## src/rtl/cpu_run_monitor.sv

```systemverilog
// Run controller/monitor for an RV32I core: sequences core reset, counts RUN
// cycles and retired instructions, and stops the run on a tohost store, a PC
// self-loop (hang) or an exhausted cycle budget. All outputs are registered.
module cpu_run_monitor #(
  parameter int              XLEN         = 32,
  parameter int              CNT_W        = 32,
  parameter int              RESET_CYCLES = 4,
  parameter int              MAX_CYCLES   = 1000,
  parameter logic [XLEN-1:0] TOHOST_ADDR  = 32'h0000_0100,
  parameter int              HANG_LIMIT   = 8
) (
  input  logic             clk,
  input  logic             reset,
  input  logic             start,
  input  logic             instr_valid,
  input  logic [XLEN-1:0]  pc,
  input  logic             mem_we,
  input  logic [XLEN-1:0]  mem_addr,
  input  logic [XLEN-1:0]  mem_wdata,
  output logic             cpu_reset,
  output logic             busy,
  output logic             done,
  output logic             pass,
  output logic             fail,
  output logic             hang,
  output logic             timeout,
  output logic [XLEN-1:0]  exit_code,
  output logic [CNT_W-1:0] cycle_count,
  output logic [CNT_W-1:0] instr_count,
  output logic [XLEN-1:0]  last_pc
);

  localparam int               HCW       = (RESET_CYCLES > 1) ? $clog2(RESET_CYCLES) : 1;
  localparam logic [HCW-1:0]   HOLD_LAST = HCW'(RESET_CYCLES - 1);
  localparam logic [HCW-1:0]   HOLD_ONE  = HCW'(1);
  localparam logic [CNT_W-1:0] CNT_ONE   = CNT_W'(1);
  localparam logic [CNT_W-1:0] MAX_CNT   = CNT_W'(MAX_CYCLES);
  localparam logic [CNT_W-1:0] HANG_CNT  = CNT_W'(HANG_LIMIT);
  localparam logic [XLEN-1:0]  PASS_CODE = XLEN'(1);
  localparam logic             HANG_EN   = (HANG_LIMIT != 0);

  typedef enum logic [1:0] {
    ST_IDLE = 2'd0,
    ST_HOLD = 2'd1,
    ST_RUN  = 2'd2,
    ST_DONE = 2'd3
  } state_e;

  // Counters stick at all-ones instead of wrapping.
  function automatic logic [CNT_W-1:0] sat_inc(input logic [CNT_W-1:0] v);
    if (&v) begin
      sat_inc = v;
    end else begin
      sat_inc = v + CNT_ONE;
    end
  endfunction

  state_e           state_q, state_d;
  logic [HCW-1:0]   hold_cnt_q, hold_cnt_d;
  logic [CNT_W-1:0] cycle_count_q, cycle_count_d;
  logic [CNT_W-1:0] instr_count_q, instr_count_d;
  logic [CNT_W-1:0] hang_cnt_q, hang_cnt_d;
  logic [XLEN-1:0]  last_pc_q, last_pc_d;
  logic [XLEN-1:0]  exit_code_q, exit_code_d;
  logic             cpu_reset_q, cpu_reset_d;
  logic             busy_q, busy_d;
  logic             done_q, done_d;
  logic             pass_q, pass_d;
  logic             fail_q, fail_d;
  logic             hang_q, hang_d;
  logic             timeout_q, timeout_d;
  logic             tohost_s, hang_hit_s, time_hit_s;

  // Next-state and next-output logic for the IDLE/HOLD/RUN/DONE sequencer.
  always_comb begin
    state_d       = state_q;
    hold_cnt_d    = hold_cnt_q;
    cycle_count_d = cycle_count_q;
    instr_count_d = instr_count_q;
    hang_cnt_d    = hang_cnt_q;
    last_pc_d     = last_pc_q;
    exit_code_d   = exit_code_q;
    cpu_reset_d   = cpu_reset_q;
    busy_d        = busy_q;
    done_d        = done_q;
    pass_d        = pass_q;
    fail_d        = fail_q;
    hang_d        = hang_q;
    timeout_d     = timeout_q;
    tohost_s      = 1'b0;
    hang_hit_s    = 1'b0;
    time_hit_s    = 1'b0;

    case (state_q)
      ST_IDLE, ST_DONE: begin
        // A new run starts from a clean slate, whether from IDLE or DONE.
        if (start) begin
          state_d       = ST_HOLD;
          hold_cnt_d    = '0;
          cycle_count_d = '0;
          instr_count_d = '0;
          hang_cnt_d    = '0;
          last_pc_d     = '0;
          exit_code_d   = '0;
          cpu_reset_d   = 1'b1;
          busy_d        = 1'b1;
          done_d        = 1'b0;
          pass_d        = 1'b0;
          fail_d        = 1'b0;
          hang_d        = 1'b0;
          timeout_d     = 1'b0;
        end else begin
          state_d = state_q;
        end
      end

      ST_HOLD: begin
        if (hold_cnt_q == HOLD_LAST) begin
          state_d     = ST_RUN;
          hold_cnt_d  = '0;
          cpu_reset_d = 1'b0;
        end else begin
          hold_cnt_d  = hold_cnt_q + HOLD_ONE;
        end
      end

      ST_RUN: begin
        cycle_count_d = sat_inc(cycle_count_q);
        if (instr_valid) begin
          instr_count_d = sat_inc(instr_count_q);
          last_pc_d     = pc;
          if (pc == last_pc_q) begin
            hang_cnt_d = sat_inc(hang_cnt_q);
          end else begin
            hang_cnt_d = '0;
          end
        end else begin
          hang_cnt_d = hang_cnt_q;
        end

        tohost_s   = mem_we && (mem_addr == TOHOST_ADDR);
        // Only a retirement that actually bumps the counter can reach the limit.
        hang_hit_s = HANG_EN && instr_valid && (pc == last_pc_q) && (hang_cnt_d == HANG_CNT);
        time_hit_s = (cycle_count_d == MAX_CNT);

        // Exit priority: tohost, then hang, then timeout; exactly one flag.
        if (tohost_s) begin
          exit_code_d = mem_wdata;
          pass_d      = (mem_wdata == PASS_CODE);
          fail_d      = (mem_wdata != PASS_CODE);
        end else if (hang_hit_s) begin
          hang_d      = 1'b1;
        end else if (time_hit_s) begin
          timeout_d   = 1'b1;
        end else begin
          exit_code_d = exit_code_q;
        end

        if (tohost_s || hang_hit_s || time_hit_s) begin
          state_d     = ST_DONE;
          cpu_reset_d = 1'b1;
          busy_d      = 1'b0;
          done_d      = 1'b1;
        end else begin
          state_d     = ST_RUN;
        end
      end

      default: begin
        state_d     = ST_IDLE;
        cpu_reset_d = 1'b1;
        busy_d      = 1'b0;
      end
    endcase
  end

  // State and output registers with synchronous active-low reset.
  always_ff @(posedge clk) begin
    if (!reset) begin
      state_q       <= ST_IDLE;
      hold_cnt_q    <= '0;
      cycle_count_q <= '0;
      instr_count_q <= '0;
      hang_cnt_q    <= '0;
      last_pc_q     <= '0;
      exit_code_q   <= '0;
      cpu_reset_q   <= 1'b1;
      busy_q        <= 1'b0;
      done_q        <= 1'b0;
      pass_q        <= 1'b0;
      fail_q        <= 1'b0;
      hang_q        <= 1'b0;
      timeout_q     <= 1'b0;
    end else begin
      state_q       <= state_d;
      hold_cnt_q    <= hold_cnt_d;
      cycle_count_q <= cycle_count_d;
      instr_count_q <= instr_count_d;
      hang_cnt_q    <= hang_cnt_d;
      last_pc_q     <= last_pc_d;
      exit_code_q   <= exit_code_d;
      cpu_reset_q   <= cpu_reset_d;
      busy_q        <= busy_d;
      done_q        <= done_d;
      pass_q        <= pass_d;
      fail_q        <= fail_d;
      hang_q        <= hang_d;
      timeout_q     <= timeout_d;
    end
  end

  assign cpu_reset   = cpu_reset_q;
  assign busy        = busy_q;
  assign done        = done_q;
  assign pass        = pass_q;
  assign fail        = fail_q;
  assign hang        = hang_q;
  assign timeout     = timeout_q;
  assign exit_code   = exit_code_q;
  assign cycle_count = cycle_count_q;
  assign instr_count = instr_count_q;
  assign last_pc     = last_pc_q;

endmodule
```

## config.mk

```make
export PLATFORM = sky130hd
export DESIGN_NAME = cpu_run_monitor
export DESIGN_NICKNAME = d
export VERILOG_FILES = /design/src/rtl/cpu_run_monitor.sv
export SDC_FILE = /design/constraint.sdc
export NUM_CORES = 1
export LEC_CHECK = 0
export BUFFER_PORTS_ARGS = -buffer_cell sky130_fd_sc_hd__buf_2
export CAP_MARGIN = 20
export CORE_MARGIN = 8
export CORE_UTILIZATION = 51
export DETAILED_ROUTE_END_ITERATION = 16
export GPL_TIMING_DRIVEN = 0
export PLACE_DENSITY = 0.83
export SLEW_MARGIN = 15
export SYNTH_ARGS = -nofsm -noshare
export SYNTH_HDL_FRONTEND = slang
export SYNTH_SLANG_ARGS = --single-unit
```

## constraint.sdc

```tcl
create_clock -name clk -period 8.82 [get_ports clk]
set_input_delay 0.882 -clock clk [delete_from_list [all_inputs] [get_ports clk]]
set_output_delay 0.882 -clock clk [all_outputs]
set_load 0.05 [all_outputs]
```

==> flow_metrics.py, run 1 <==
metrics = {
    "run_status": {
        "status": "finished clean",
    },
    "power_and_ir_drop": {
        "peakVddDrop_uv": 142,
        "powerDensity_nw_per_um2": 176,
        "p_leak_nw": 4.56,
        "total_power_mw": 2.12,
    },
    "critical_path": {
        "crit_path_end_kind": "flop",
        "r2r_slack_ns": 4.32,
        "cp_max_fo": 10,
        "critPathArrivalTime_ns": 4.87,
        "cp-start-kind": "flop",
        "crit_path_max_incr_delay_ns": 0.81,
        "worst_path_max_delay_cell": "o21ai_1",
        "required_ns": 9.20,
        "path_cells": "inv_1 -> ha_1 -> inv_1 -> o21ai_1 -> o21ai_1 -> clkbuf_1 -> nor2_1 -> nand3_1 -> nor3_1 -> nand2_1 -> or3_1 -> a21oi_1",
        "crit_type": "flop to flop",
    },
    "logic_synthesis": {
        "synth_ff_type": "dfxtp_1",
        "synth_edf_count": 0,
        "synth_largest_area_cell": "dfxtp_1",
        "ys_async_sr_fraction": 0,
        "ys_seq_area_frac": 0.345,
        "yosys.area_share.adder": 0.00757,
        "syn_area_per_cell_um2": 7.66,
        "syn_inst": 1294,
        "yosys.area_share.simple": 0.312,
        "netlist_area_um2": 9910,
        "synth_nets": 1401,
        "synth_xor_area_frac": 0.0601,
        "yosys.cell_types.count": 87,
        "synth_compound_area_frac": 0.219,
        "synth_top_family_by_area": "simple AND/OR/NAND/NOR gates",
        "netlist_top_cells_area": "dfxtp_1 35%, nor2_1 6.8%, nand2_1 5.0%",
        "yosysWarnings": 0,
        "synthMuxAreaShare": 0.00315,
        "synth_seq_cells": 171,
        "synth.top_cell.area_share": 0.345,
    },
    "routing": {
        "ant_nets": 0,
        "first_pass_iters": 6,
        "drc": 0,
        "drt_wl_total_mm": 36.4,
        "vias": 11100,
        "drtIter0Drc": 1174,
        "vias_per_cell": 6.10,
        "wl_per_cell_um": 19.9,
    },
    "clock_tree": {
        "cts_tree": "built",
        "cts_setup_buffers": 0,
        "worstSkewPairLatency_ns": 0.45,
        "numCtsBuffers": 17,
        "cts_buffer_depth": 2,
        "htree_levels": 4,
        "cts_hold_buf": 0,
        "clkTransAtPathRegs_ns": 0.08,
        "clkSinkCount": 171,
        "clockRootBuffer": "clkbuf_16",
        "cts_resized": 0,
    },
    "global_routing": {
        "antenna_found_initial": 2,
        "grt-ovfl-total": 0,
        "grt_pass1_vias": 10600,
        "grt_max_degree": 20,
        "grt_usage": 0.294,
        "grt_pass1_wl_mm": 57.1,
    },
    "timing": {
        "skew_ns": 0.0134,
        "tightestPinTransition_ns": 0.997,
        "rsz0062_at_grt": "false",
        "finalSetupViolCount": 0,
        "fin_crit_sh": 0.510,
        "final-max-slew-violation-count": 0,
        "tns_ns": 0,
        "hold_viol_final": 0,
        "layout_min_cycle_time_ns": 4.50,
        "timing.fmax_ghz": 0.222,
        "relSlewSlack": 0.331,
    },
    "finish": {
        "multi_input_area_um2": 5970,
        "ff_latch_area_um2": 3420,
        "fill_cells": 1780,
        "post-route-util": 0.624,
        "synthToLayoutAreaGrowth_pct": 21.2,
        "drive_gt1_frac": 0.217,
        "final_nets": 1654,
    },
    "placed_design": {
        "gp_congestion": 0.955,
        "hpwl_mm": 27.2,
        "io_buffers": 234,
    },
    "floorplanning": {
        "fp.dieW_um": 155,
        "fp-row-count": 51,
        "fp.dieH_um": 155,
        "ios": 236,
        "core_um2": 19300,
        "initial_core_util": 0.514,
        "die_area_um2": 24200,
    },
    "job": {
        "cap_viol_max_count": 0,
    },
    "hold_path": {
        "hold_path_class": "flop to flop",
    },
}
[report_power, final]
part	switching (mW)	internal, mW
Sequential	0.0219	0.794
Clock	0.384	0.384
Combinational	0.416	0.119
Total	0.822	1.30
[layout by cell type, fill, tap and decap left out, types with 13 or more instances in the layout]
cell	Yosys	routed
and3_1	13	13
inv_1	20	20
nand3_1	66	66
nand2_1	132	132
buf_2	20	254
a22oi_1	59	59
clkbuf_16	0	17
o21ai_0	59	59
nor3_1	40	40
nand4_1	33	33
nor2_1	179	179
xnor2_1	40	40
xor2_1	28	28
dfxtp_1	171	171
a21oi_1	94	94
clkbuf_1	65	65
or3_1	15	15
nor4_1	30	30
and2_1	13	13
o31ai_1	13	13
[worst max-delay path: cells and delay by family, from the launching register on]
kind	cells	cell delay [ns]
AO/OA/AOI/OAI	3	1.36
adder cells (fa/ha/maj)	1	0.34
buffers and inverters	3	0.60
flip-flops	1	0.33
AND/OR/NAND/NOR	5	1.79
[synth_stat cells (4+ instances only)]
master / instances
and4_1: 12
xor2_1: 28
inv_1: 20
o22ai_1: 4
a21boi_0: 8
o21ai_1: 6
nor4b_1: 4
nand4b_1: 4
nand2_1: 132
ha_1: 6
nand2b_1: 10
buf_4: 7
or4_1: 5
or2_2: 6
a21oi_1: 94
nand3_2: 4
nor2b_1: 6
nor2_1: 179
a21o_1: 4
and3_1: 13
a31oi_1: 12
a311oi_1: 11
or3_1: 15
nor4_4: 4
a22oi_1: 59
a41oi_1: 4
dfxtp_1: 171
nand3b_1: 7
buf_2: 20
o211ai_1: 4
o21ai_0: 59
and2_1: 13
clkbuf_1: 65
o31ai_1: 13
xnor2_1: 40
nand3_1: 66
nor4_1: 30
nand4_1: 33
nor3_1: 40
[worst paths after layout]
kind / startpoint / to / cells after the start
min: fail / fail / 2
max: state_q[0] / instr_count[30] / 12
max reg2reg: state_q[0] / instr_count[30] / 12
min reg2reg: fail / fail / 2
[cell families after synthesis]
group	count (synthesis)
and+or+nand+nor	602
AOI/OAI and AO/OA	324
DFF	171
buffers and inverters	120
xor gates and xnor gates	68
adders and majority gates	6
muxes	3
[flip-flops by register name, summed over array words and instances (netlist names)]
name	count
hang	1
exit_code	32
pass	1
instr_count	32
done	1
cpu_reset	1
last_pc	32
timeout	1
busy	1
cycle_count	32
state_q	2
fail	1
hold_cnt_q	2
hang_cnt_q	32
[per-stage QoR]
step	hold WS, ns	cell area [um^2]	worst slack, ns	cells
CTS	0.467	12000	4.52	1825
detailed placement	0.451	11400	4.56	1793
finish	0.467	12000	4.32	1827
global placement	0.443	11400	4.56	1793
floorplan	0.458	9910	5.38	1294
global route	0.478	12000	4.16	1827
[metal layers]
layer	vias up	wire length (um)	track usage
met1	5217	14700	0.357
met4	0	1180	0.103
li1	5222	-	-
met2	612	16800	0.489
met5	-	0	0
met3	98	3750	0.0838
[layout make-up]
class	instances	share of cell area
multi-input combinational	1003	0.496
sequential	171	0.285
timing repair buffer	234	0.0974
buffer	98	0.0368
clock buffer	17	0.0354
tap	265	0.0276
clock inverter	15	0.0144
inverter	22	0.00687
antenna	2	0.000416
Power figures use the tool's default switching activity.
==> inputs of run 2 (changes only) <==
--- a/config.mk
+++ b/config.mk
@@ -5,6 +5,7 @@
 export SDC_FILE = /design/constraint.sdc
 export NUM_CORES = 1
 export LEC_CHECK = 0
+export ABC_AREA = 1
 export BUFFER_PORTS_ARGS = -buffer_cell sky130_fd_sc_hd__buf_2
 export CAP_MARGIN = 20
 export CORE_MARGIN = 8
==> constraint.sdc (replaced) <==
create_clock -name clk -period 4.2 [get_ports clk]
set_input_delay 0.42 -clock clk [delete_from_list [all_inputs] [get_ports clk]]
set_output_delay 0.42 -clock clk [all_outputs]
set_load 0.05 [all_outputs]
==> flow_metrics.py, run 2 <==
metrics = {
    "finish": {
        "final_nets": 2135,
        "post-route-util": 0.626,
        "synthToLayoutAreaGrowth_pct": 20.1,
        "drive_gt1_frac": 0.157,
        "final_common_cell": "nand2_1",
        "fill_cells": 1966,
        "final_cell_mix": "635 x nand2_1, 242 x buf_2, 205 x nor2_1",
    },
    "timing": {
        "finalSetupViolCount": 0,
        "relSlewSlack": 0.455,
        "tightestPinTransition_ns": 0.817,
        "layout_min_cycle_time_ns": 3.11,
        "hold_viol_final": 0,
        "fin_ws_ns": 1.09,
        "tns_ns": 0,
        "final-max-slew-violation-count": 0,
        "skew_ns": 0.0152,
        "fin_crit_sh": 0.740,
        "rsz0062_at_grt": "false",
        "timing.fmax_ghz": 0.322,
    },
    "clock_tree": {
        "cts_buffer_depth": 2,
        "clkSinkCount": 171,
        "htree_levels": 4,
        "cts_tree": "built",
        "clockRootBuffer": "clkbuf_16",
        "clkTransAtPathRegs_ns": 0.07,
        "cts_setup_buffers": 0,
        "numCtsBuffers": 17,
        "worstSkewPairLatency_ns": 0.45,
        "cts_resized": 0,
        "cts_hold_buf": 0,
    },
    "placed_design": {
        "hpwl_mm": 30.7,
        "gp_congestion": 1.00,
        "dp_slack_ns": 0.967,
        "io_buffers": 234,
    },
    "critical_path": {
        "cp_max_fo": 10,
        "critPathArrivalTime_ns": 3.42,
        "cp-start-kind": "flop",
        "required_ns": 4.51,
        "crit_type": "flop to flop",
        "crit_path_end_kind": "flop",
    },
    "routing": {
        "drc": 0,
        "vias": 12700,
        "drt_wl_total_mm": 39.1,
        "first_pass_iters": 8,
        "drtIter0Drc": 1244,
        "vias_per_cell": 5.50,
        "ant_nets": 0,
        "wl_per_cell_um": 16.9,
    },
    "floorplanning": {
        "ios": 236,
        "fp.dieW_um": 160,
        "die_area_um2": 25700,
        "fp.dieH_um": 160,
        "core_um2": 20400,
        "fp-row-count": 52,
        "initial_core_util": 0.521,
    },
    "logic_synthesis": {
        "synth_largest_area_cell": "dfxtp_1",
        "ys_seq_area_frac": 0.323,
        "netlist_area_um2": 10600,
        "synth_seq_cells": 171,
        "netlist_top_cells_area": "dfxtp_1 32%, nand2_1 22%, nor2_1 7.2%",
        "synth_ff_type": "dfxtp_1",
        "synth.top_cell.area_share": 0.323,
        "ys_async_sr_fraction": 0,
        "synthTopCellsByCount": "635 x nand2_1, 205 x nor2_1, 183 x inv_1",
        "synth_edf_count": 0,
        "syn_inst": 1775,
        "syn_area_per_cell_um2": 5.98,
        "yosysWarnings": 0,
        "synth_nets": 1882,
        "synth.most_common_cell": "nand2_1",
        "yosys.cell_types.count": 45,
    },
    "job": {
        "cap_viol_max_count": 0,
    },
    "global_routing": {
        "antenna_found_initial": 5,
        "grt_usage": 0.294,
        "grt-ovfl-total": 0,
        "grt_max_degree": 18,
        "grt_pass1_vias": 11900,
        "grt_pass1_wl_mm": 61.8,
    },
    "power_and_ir_drop": {
        "powerDensity_nw_per_um2": 400,
        "p_leak_nw": 5.64,
        "peakVddDrop_uv": 292,
    },
    "hold_path": {
        "hold_path_class": "primary input to flop",
    },
    "run_status": {
        "status": "finished clean",
    },
}
[run 2: worst paths after layout]
path / from / endpoint / slack [ns] / cells past startpoint
worst min-delay path: reset / cpu_reset / 0.21 / 2
worst max register to register: hang_cnt_q[0] / done / 1.09 / 19
worst max-delay path: hang_cnt_q[0] / done / 1.09 / 19
worst min register to register: timeout / timeout / 0.44 / 2
[run 2: routing by layer]
metal  GRT usage  vias up  wire length, um
li1            -     6218                -
met1       0.351     5729            15600
met2       0.493      690            18400
met3      0.0774      102             3810
met4       0.119        0             1230
met5           0        -                0
[run 2: cell families after synthesis]
kind of cell | share of synthesized area
AO/OA/AOI/OAI | 0.112
XOR/XNOR | 0.0206
adder cells (fa/ha/maj) | 0.00707
buffers and inverters | 0.0915
flip-flops | 0.323
AND/OR/NAND/NOR | 0.446
[run 2: report_power, final]
| part | switching (mW) | total [mW] | internal, mW |
|---|---|---|---|
| registers | 0.0772 | 1.79 | 1.71 |
| logic | 1.24 | 1.62 | 0.379 |
| clock network | 0.785 | 1.69 | 0.905 |
[run 2: final cells by class]
| type | instances | area [um^2] | area share |
|---|---|---|---|
| multi-input combinational | 1355 | 6220 | 0.488 |
| sequential | 171 | 3420 | 0.269 |
| timing repair buffer | 234 | 1170 | 0.0919 |
| inverter | 188 | 706 | 0.0554 |
| clock buffer | 17 | 425 | 0.0334 |
| tap | 270 | 338 | 0.0265 |
| buffer | 61 | 265 | 0.0208 |
| clock inverter | 14 | 184 | 0.0144 |
| antenna | 5 | 12.5 | 0.000982 |
[run 2: worst max-delay path, stage by stage (launching register included)]
cell and delay, ns:
dfxtp_1 0.51, ha_1 0.49, nand3_2 0.17, inv_2 0.14, nand2_4 0.11, nor2_8 0.16, nand2_4 0.07, buf_6 0.15
o21ai_1 0.07, nand3_1 0.09, nand2_1 0.14, nand3_1 0.09, nor2_1 0.12, nand2_1 0.07, nor2_2 0.17, nand2_1 0.11
nand2_2 0.10, nand2_1 0.09, nand2_1 0.07, a21oi_1 0.05
[run 2: stage by stage]
step / hold slack [ns] / std cells / instance area, um^2 / power [mW]
6_report: 0.208 / 2315 / 12700 / 5.10
5_1_grt: 0.204 / 2315 / 12700 / 5.31
4_1_cts: 0.201 / 2310 / 12700 / 5.08
3_5_place_dp: 0.432 / 2279 / 12100 / 3.42
3_3_place_gp: 0.435 / 2279 / 12100 / 3.39
2_1_floorplan: 0.443 / 1775 / 10600 / 2.92
==> inputs of run 3 (changes only) <==
--- a/config.mk
+++ b/config.mk
@@ -9,10 +9,10 @@
 export BUFFER_PORTS_ARGS = -buffer_cell sky130_fd_sc_hd__buf_2
 export CAP_MARGIN = 20
 export CORE_MARGIN = 8
-export CORE_UTILIZATION = 51
+export CORE_UTILIZATION = 50
 export DETAILED_ROUTE_END_ITERATION = 16
 export GPL_TIMING_DRIVEN = 0
-export PLACE_DENSITY = 0.83
+export PLACE_DENSITY = 0.84
 export SLEW_MARGIN = 15
 export SYNTH_ARGS = -nofsm -noshare
 export SYNTH_HDL_FRONTEND = slang
==> constraint.sdc (replaced) <==
create_clock -name clk -period 2.6 [get_ports clk]
set_input_delay 0.26 -clock clk [delete_from_list [all_inputs] [get_ports clk]]
set_output_delay 0.26 -clock clk [all_outputs]
set_load 0.05 [all_outputs]
==> flow_metrics.py, run 3 (synthesis gave the netlist of run 2 again) <==
metrics = {
    "timing": {
        "tns_ns": 0,
        "skew_ns": 0.0114,
        "rsz0062_at_grt": "true",
        "tightestPinTransition_ns": 0.834,
        "fin_ws_ns": 0.0683,
        "hold_viol_final": 0,
        "finalSetupViolCount": 0,
        "timing.fmax_ghz": 0.395,
        "relSlewSlack": 0.444,
        "fin_crit_sh": 0.974,
        "final-max-slew-violation-count": 0,
        "layout_min_cycle_time_ns": 2.53,
    },
    "critical_path": {
        "worst_path_max_delay_cell": "dfxtp_4",
        "crit_path_max_incr_delay_ns": 0.39,
        "critPathArrivalTime_ns": 2.90,
        "path_cells": "ha_4 -> nand3_4 -> inv_4 -> nand2_4 -> nor2_8 -> nand2_4 -> buf_6 -> nand2_2 -> nand2_1 -> nand3_1 -> nand2_1 -> nor2_1 -> nand2_1 -> nor2_2 -> nand2_1 -> nor2_4 -> nand2_1 -> nand2_2 -> nand3_1 -> a21oi_1",
        "crit_buf_inv": 2,
        "cpLargestDelayFamily": "simple AND/OR/NAND/NOR gates",
        "critical_path.startpoint": "hang_cnt_q[1]",
        "cp_max_fo": 10,
        "crit_top_cell": "nand2_1",
        "cp-endpoint": "done",
        "r2r_slack_ns": 0.07,
        "crit_type": "flop to flop",
        "timing.rr.end": "done",
        "crit_path_end_kind": "flop",
        "worst-path-stages": 20,
        "required_ns": 2.97,
        "regToRegStartpoint": "hang_cnt_q[1]",
        "cp-start-kind": "flop",
        "rr_worst_depth": 20,
    },
    "job": {
        "cap_viol_max_count": 0,
    },
    "clock_tree": {
        "cts_tree": "built",
        "worstSkewPairLatency_ns": 0.44,
        "cts_hold_buf": 0,
        "cts_buffer_depth": 2,
        "htree_levels": 4,
        "clkSinkCount": 171,
        "numCtsBuffers": 17,
        "clockRootBuffer": "clkbuf_16",
        "clkTransAtPathRegs_ns": 0.08,
    },
    "finish": {
        "drive_gt1_frac": 0.250,
        "final_nets": 2166,
        "final_area_um2": 13600,
        "post-route-util": 0.647,
        "final_common_cell": "nand2_1",
        "synthToLayoutAreaGrowth_pct": 27.8,
        "final_cell_mix": "609 x nand2_1, 237 x buf_2, 181 x inv_1",
    },
    "floorplanning": {
        "fp-row-count": 53,
        "fp.dieH_um": 162,
        "ios": 236,
        "initial_core_util": 0.507,
        "core_um2": 21000,
        "fp.dieW_um": 162,
        "die_area_um2": 26100,
    },
    "routing": {
        "wl_per_cell_um": 17.6,
        "vias_per_cell": 5.53,
        "first_pass_iters": 5,
        "vias": 13000,
        "ant_nets": 0,
        "drtIter0Drc": 1111,
        "drt_wl_total_mm": 41.3,
        "drc": 0,
    },
    "power_and_ir_drop": {
        "powerDensity_nw_per_um2": 624,
        "peakVddDrop_uv": 625,
        "p_leak_nw": 6.00,
        "total_power_mw": 8.46,
    },
    "global_routing": {
        "grt_max_degree": 20,
        "grt_pass1_wl_mm": 63.6,
        "grt-ovfl-total": 0,
        "antenna_found_initial": 4,
        "grt_pass1_vias": 12200,
        "grt_usage": 0.301,
    },
    "placed_design": {
        "placed_area_um2": 12100,
        "hpwl_mm": 31.7,
        "dp_slack_ns": -0.404,
        "io_buffers": 234,
        "gp_congestion": 0.965,
    },
    "run_status": {
        "status": "finished clean",
    },
    "hold_path": {
        "whs_path_depth": 2,
        "hold_path_class": "primary input to flop",
    },
}
==> run 3: cell count changes in the layout (fill, tap and decap cells not counted), sizes merged <==
cell	before	now
buf	251	281
inv	195	197
bufinv	2	1
clkbuf	61	62
clkinv	5	4
clkinvlp	0	1
diode	5	4
==> run 3: metal layers <==
metal	wire length, um	global-route usage	share of wire
met5	0	0	0
met4	1580	0.129	0.038
met1	16500	0.353	0.40
met3	3490	0.0656	0.085
met2	19800	0.521	0.48
==> run 3: stage by stage <==
step	hold WS [ns]	instances
floorplan	0.344	1775
global placement	0.433	2284
detailed placement	0.441	2284
CTS	0.0397	2323
global route	0.0495	2351
finish	0.0464	2351
==> run 3: layout make-up <==
cell class                      instances  area [um^2]
Timing Repair Buffer                  266         1420
Clock buffer                           17          425
Multi-Input combinational cell       1355         6620
Clock inverter                         15          196
Inverter                              188          711
Buffer                                 60          295
Fill cell                            2027         7390
Tap cell                              275          344
Sequential cell                       171         3540
Antenna cell                            4         10.0
==> run 3: worst min-delay path by stage <==
stage	startpoint	end
after floorplan	reset	cpu_reset
after global placement	timeout	timeout
after detailed placement	timeout	timeout
after CTS	reset	cpu_reset
after global routing	reset	cpu_reset
final	reset	cpu_reset
==> run 3: what timing repair did <==
action,in CTS,in global routing
hold endpoints to repair,0,0
pin swaps,3,27
setup buffers,7,24
cloned,0,1
gates resized for setup,49,172
endpoints found under the setup margin,124,117
==> run 3: where the power goes <==
group / total (mW) / switching, mW / internal [mW]
Clock: 2.72 / 1.32 / 1.40
Combinational: 2.83 / 2.10 / 0.733
Sequential: 2.91 / 0.135 / 2.77
